**src/rtl/mc_pkg.sv**
```systemverilog
// mc_pkg: state, opcode and control-field encodings for the multicycle MIPS controller
package mc_pkg;
  typedef enum logic [3:0] {
    FETCH, DECODE, MEMADR, MEMRD, MEMWB, MEMWR, EXEC,
    RWB, IEXEC, IWB, BRANCH, JUMP, HALT, ILLEGAL
  } state_t;
  localparam logic [5:0] OP_RTYPE = 6'h00;
  localparam logic [5:0] OP_ADDI = 6'h08;
  localparam logic [5:0] OP_ADDIU = 6'h09;
  localparam logic [5:0] OP_J = 6'h02;
  localparam logic [5:0] OP_BEQ = 6'h04;
  localparam logic [5:0] OP_LW = 6'h23;
  localparam logic [5:0] OP_SW = 6'h2B;
  localparam logic [5:0] OP_HLT = 6'h3F;
  localparam logic [1:0] ALUOP_ADD = 2'b00;
  localparam logic [1:0] ALUOP_SUB = 2'b01;
  localparam logic [1:0] ALUOP_FUNCT = 2'b10;
  localparam logic [1:0] SRCB_B = 2'b00;
  localparam logic [1:0] SRCB_FOUR = 2'b01;
  localparam logic [1:0] SRCB_IMM = 2'b10;
  localparam logic [1:0] SRCB_IMMSH = 2'b11;
  localparam logic [1:0] PCSRC_ALU = 2'b00;
  localparam logic [1:0] PCSRC_ALUOUT = 2'b01;
  localparam logic [1:0] PCSRC_JUMP = 2'b10;
endpackage

```
**src/rtl/multicycle_control.sv**
```systemverilog
// multicycle_control: Moore FSM sequencing the shared multicycle MIPS datapath
// Ports: clk/rst_n (async active-low); opcode = IR[31:26]; mem_ready = memory
// completes this cycle; datapath enables and mux selects; halted/illegal status;
// instr_count = retired instructions (wraps). Optional MC_ILLEGAL_TRAP_EN traps
// unlisted opcodes into a sticky ILLEGAL state instead of treating them as NOPs.
module multicycle_control
  import mc_pkg::*;
#(
  parameter int CNT_W = 32
) (
  input  logic             clk,
  input  logic             rst_n,
  input  logic [5:0]       opcode,
  input  logic             mem_ready,
  output logic             pcwrite,
  output logic             pcwritecond,
  output logic             iord,
  output logic             memread,
  output logic             memwrite,
  output logic             memtoreg,
  output logic             irwrite,
  output logic             regdst,
  output logic             regwrite,
  output logic             alusrca,
  output logic [1:0]       alusrcb,
  output logic [1:0]       aluop,
  output logic [1:0]       pcsource,
  output logic             halted,
  output logic             illegal,
  output logic [CNT_W-1:0] instr_count
);
  state_t state, next;
  logic retire;
  always_ff @(posedge clk or negedge rst_n)
    if (!rst_n) begin
      state <= FETCH;
      instr_count <= '0;
    end else begin
      state <= next;
      if (retire) instr_count <= instr_count + CNT_W'(1);
    end
  always_comb begin
    next = state;
    retire = 1'b0;
    {pcwrite, pcwritecond, iord, memread, memwrite, memtoreg, irwrite, regdst, regwrite, alusrca} = '0;
    alusrcb = SRCB_B;
    aluop = ALUOP_ADD;
    pcsource = PCSRC_ALU;
    halted = 1'b0;
    case (state)
      FETCH: begin
        memread = 1'b1;
        alusrcb = SRCB_FOUR;
        irwrite = mem_ready;
        pcwrite = mem_ready;
        next = mem_ready ? DECODE : FETCH;
      end
      DECODE: begin
        alusrcb = SRCB_IMMSH;
        case (opcode)
          OP_RTYPE: next = EXEC;
          OP_ADDI, OP_ADDIU: next = IEXEC;
          OP_LW, OP_SW: next = MEMADR;
          OP_BEQ: next = BRANCH;
          OP_J: next = JUMP;
          OP_HLT: begin
            next = HALT;
            retire = 1'b1;
          end
`ifdef MC_ILLEGAL_TRAP_EN
          default: next = ILLEGAL;
`else
          default: begin
            next = FETCH;
            retire = 1'b1;
          end
`endif
        endcase
      end
      MEMADR: begin
        alusrca = 1'b1;
        alusrcb = SRCB_IMM;
        next = opcode == OP_LW ? MEMRD : MEMWR;
      end
      MEMRD: begin
        memread = 1'b1;
        iord = 1'b1;
        next = mem_ready ? MEMWB : MEMRD;
      end
      MEMWB: begin
        regwrite = 1'b1;
        memtoreg = 1'b1;
        retire = 1'b1;
        next = FETCH;
      end
      MEMWR: begin
        memwrite = 1'b1;
        iord = 1'b1;
        retire = mem_ready;
        next = mem_ready ? FETCH : MEMWR;
      end
      EXEC: begin
        alusrca = 1'b1;
        aluop = ALUOP_FUNCT;
        next = RWB;
      end
      RWB: begin
        regwrite = 1'b1;
        regdst = 1'b1;
        retire = 1'b1;
        next = FETCH;
      end
      IEXEC: begin
        alusrca = 1'b1;
        alusrcb = SRCB_IMM;
        next = IWB;
      end
      IWB: begin
        regwrite = 1'b1;
        retire = 1'b1;
        next = FETCH;
      end
      BRANCH: begin
        alusrca = 1'b1;
        aluop = ALUOP_SUB;
        pcwritecond = 1'b1;
        pcsource = PCSRC_ALUOUT;
        retire = 1'b1;
        next = FETCH;
      end
      JUMP: begin
        pcwrite = 1'b1;
        pcsource = PCSRC_JUMP;
        retire = 1'b1;
        next = FETCH;
      end
      HALT: halted = 1'b1;
`ifdef MC_ILLEGAL_TRAP_EN
      ILLEGAL: halted = 1'b1;
`endif
      default: next = FETCH;
    endcase
  end
`ifdef MC_ILLEGAL_TRAP_EN
  assign illegal = state == ILLEGAL;
`else
  assign illegal = 1'b0;
`endif
endmodule

```
**config.mk**
```make
export PLATFORM = sky130hd
export DESIGN_NAME = multicycle_control
export DESIGN_NICKNAME = d
export VERILOG_FILES = /design/src/rtl/mc_pkg.sv /design/src/rtl/multicycle_control.sv
export SDC_FILE = /design/constraint.sdc
export NUM_CORES = 1
export LEC_CHECK = 0
export CAP_MARGIN = 20
export CORE_UTILIZATION = 51
export DETAILED_ROUTE_END_ITERATION = 12
export GPL_ROUTABILITY_DRIVEN = 0
export HOLD_SLACK_MARGIN = 0.02
export PLACE_DENSITY = 0.85
export SLEW_MARGIN = 40
export SYNTH_ARGS = -nofsm -noshare
export SYNTH_HDL_FRONTEND = slang
export SYNTH_SLANG_ARGS = --single-unit
```
**constraint.sdc**
```tcl
create_clock -name clk -period 4.29 [get_ports clk]
set_input_delay 1.287 -clock clk [delete_from_list [all_inputs] [get_ports clk]]
set_output_delay 1.287 -clock clk [all_outputs]
set_load 0.02 [all_outputs]
```
==> flow_metrics.env <==
export IMPL_status="complete, no violations"
export IMPL_track_usage=0.247
export IMPL_fin_util=0.736
export IMPL_core_um2=3770
export IMPL_worst_slew_pin_slew_ps=635
export IMPL_fmax_ghz=0.249
export IMPL_dp_cells=308
export IMPL_synth_top_area_frac=0.433
export IMPL_path_max_fanout=2
export IMPL_seqCellArea_um2=901
export IMPL_skew_ps=6.55
export IMPL_relSlewSlack=0.577
export IMPL_cts_buffers=5
export IMPL_crit_arrival_ps=2720
export IMPL_synth_area_um2=2080
export IMPL_clkTransAtPathRegs_ps=70
export IMPL_drive_above_1_share=0.0821
export IMPL_crit_type="primary input to primary output"
export IMPL_n_fill_cell=278
export IMPL_fin_nets=277
export IMPL_syn_to_final_growth_pct=33.6
export IMPL_routedWlPerCell_um=15.1
export IMPL_io_pins=59
export IMPL_first_global_vias=1764
export IMPL_timing_rr_end="instr_count[1]$_DFFE_PN0P_"
export IMPL_setup_viol=0
export IMPL_cts_path_max_buffers=2
export IMPL_synth_cell_type_count=50
export IMPL_hold_viol=0
export IMPL_num_antenna_cells=0
export IMPL_cts_hold_repair_buffers=0
export IMPL_r2r_start="state[2]$_DFFE_PN0N_"
export IMPL_grt_ovfl_total=0
export IMPL_cts_root_buf="clkbuf_8"
export IMPL_cts_setup_buffers=0
export IMPL_synth_area_leaders="dfrtp_1, xor2_1, nand2_1, nor2_1, nor3_1"
export IMPL_r2r_slack_ps=2000
export IMPL_synth_edf_count=0
export IMPL_crit_start="mem_ready"
export IMPL_synth_yosys_seq_area_share=0.433
export IMPL_slowest_stage="clkdlybuf4s50_1"
export IMPL_clock_sinks=36
export IMPL_final_period_utilization=0.935
export IMPL_cts_resized=0
export IMPL_vias=1832
export IMPL_ys_warn_count=0
export IMPL_crit_chain="clkdlybuf4s50_1 -> nand2_1 -> nor3_1 -> or2_2 -> clkdlybuf4s50_1"
export IMPL_async_reset_ff_frac=1.00
export IMPL_drc_errors=0
export IMPL_yosys_area_top_type="dfrtp_1"
export IMPL_antenna_found_initial=0
export IMPL_power_density_nw_per_um2=461
export IMPL_synth_seq_cells=36
export IMPL_crit_required_ps=3000
export IMPL_place_area_um2=2670
export IMPL_cts_max_level=2
export IMPL_grt_pass1_wl_mm=8.09
export IMPL_viasPerCell=5.80
export IMPL_die_w_um=65.8
export IMPL_cpPeakStageDelay_ps=590
export IMPL_initial_core_util=0.551
export IMPL_final_antenna_net_count=0
export IMPL_dr_pass1_iters=4
export IMPL_finalNonFillerCells=316
export IMPL_grt_max_degree=37
export IMPL_layout_setup_ws_ps=279
export IMPL_max_vdd_ir_drop_uv=361
export IMPL_drt_initial_drc_count=122
export IMPL_io_buffers=57
export IMPL_hpwl_mm=3.42
export IMPL_crit_end="pcwrite"
export IMPL_cp_start_kind="primary input"
export IMPL_insertion_delay_ps=290
export IMPL_synthesis_nets=221
export IMPL_rr_worst_depth=5
export IMPL_rsz0062_at_grt="no"
export IMPL_critical_path_most_common_cell="clkdlybuf4s50_1"
export IMPL_dieArea_um2=4330
export IMPL_hold_path_class="flop to flop"
export IMPL_cts_tree="done"
export IMPL_rows=22
export IMPL_place_ws_ps=276
export IMPL_finalCriticalPeriod_ps=4010
export IMPL_synth_main_ff_cell="dfrtp_1"
export IMPL_drt_total_wl_mm=4.76
export IMPL_final_area_um2=2780
export IMPL_leakage_nw=1.03
export IMPL_endpoint_kind="primary output"
export IMPL_final_max_slew_viol_count=0
export IMPL_cap_violations=0
export IMPL_syn_inst=211
export IMPL_die_h_um=65.8
export IMPL_tns_ps=0
export IMPL_syn_area_per_cell_um2=9.85
export IMPL_multi_input_comb_area_um2=1110
-- per-layer routing --
| metal | vias up | wire (µm) | track usage |
|---|---|---|---|
| met1 | 907 | 2110 | 0.310 |
| met5 | - | 0 | 0 |
| li1 | 860 | - | - |
| met3 | 11 | 185 | 0.0552 |
| met2 | 54 | 2360 | 0.398 |
| met4 | 0 | 107 | 0.125 |
-- worst min path at each step --
stage,start,end,slack (ps),cells after the start
after detailed placement,instr_count[9]$_DFFE_PN0P_,instr_count[9]$_DFFE_PN0P_,470,1
final,instr_count[9]$_DFFE_PN0P_,instr_count[9]$_DFFE_PN0P_,480,1
after floorplan,instr_count[31]$_DFFE_PN0P_,instr_count[31]$_DFFE_PN0P_,580,1
after CTS,instr_count[9]$_DFFE_PN0P_,instr_count[9]$_DFFE_PN0P_,490,1
after global routing,instr_count[10]$_DFFE_PN0P_,instr_count[10]$_DFFE_PN0P_,510,1
after global placement,instr_count[31]$_DFFE_PN0P_,instr_count[31]$_DFFE_PN0P_,460,1
-- cell type report --
class	count	area share
Tap cell	48	0.0216
Multi-Input combinational cell	163	0.399
Clock inverter	3	0.0153
Inverter	1	0.00135
Clock buffer	5	0.0248
Sequential cell	36	0.324
Timing Repair Buffer	60	0.214
-- worst max-delay path, delay by kind of cell --
kind          cells  cell delay, ps
buf+inv           2            1070
simple gates      3             370
-- flip-flops by register name, summed over array words and instances, names as in the netlist --
signal       flops
instr_count     32
state            4
-- cells by family (layout without fill, tap and decap cells) --
family,after synthesis,in the layout,synth area share
other cells,1,1,0.00180
buf+inv,12,69,0.0337
mux,2,2,0.0102
compound gates,24,24,0.0879
fa+ha+maj,1,1,0.00602
flops,36,36,0.433
simple gates,103,103,0.292
xor+xnor,32,32,0.135
-- through the flow --
| step | hold WS [ps] | power (W) |
|---|---|---|
| after floorplan | 578 | 0.000801 |
| after global placement | 456 | 0.000982 |
| after detailed placement | 475 | 0.000993 |
| after CTS | 489 | 0.00129 |
| after global routing | 514 | 0.00135 |
| final | 484 | 0.00128 |
-- Yosys cell counts, drive strengths merged, types with 3 or more instances --
| cell | count |
|---|---|
| dfrtp | 36 |
| xor2 | 28 |
| nand2 | 17 |
| nor2 | 17 |
| nor3 | 13 |
| nand3 | 9 |
| nor4 | 9 |
| buf | 8 |
| nand2b | 6 |
| nand4 | 6 |
| nor3b | 6 |
| nor4b | 5 |
| a21oi | 4 |
| and3 | 4 |
| xnor2 | 4 |
| clkbuf | 3 |
| o22ai | 3 |
| or2 | 3 |
-- layout by cell type (no fill, tap or decap), types with 2 or more instances in the layout --
master / n
nor4_1: 8
xor2_1: 28
a22oi_1: 2
o21ai_0: 2
and3_1: 4
nand3_1: 9
clkbuf_8: 5
or2_2: 2
clkdlybuf4s50_1: 57
a211oi_1: 2
nor4b_2: 3
dfrtp_1: 36
nand4_1: 6
o22ai_1: 3
buf_4: 3
o41ai_1: 2
a21oi_1: 4
nand2b_1: 5
and4_1: 2
nor4b_1: 2
xnor2_1: 4
nor3_1: 12
nor3b_1: 6
nor2_1: 17
nand2_1: 17
nor2b_1: 2
-- power breakdown --
part           internal [W]  switching (W)
combinational      0.000233       0.000274
sequential         0.000391      0.0000889
clock              0.000172       0.000123
No activity file was read; power rests on OpenSTA's default activity.
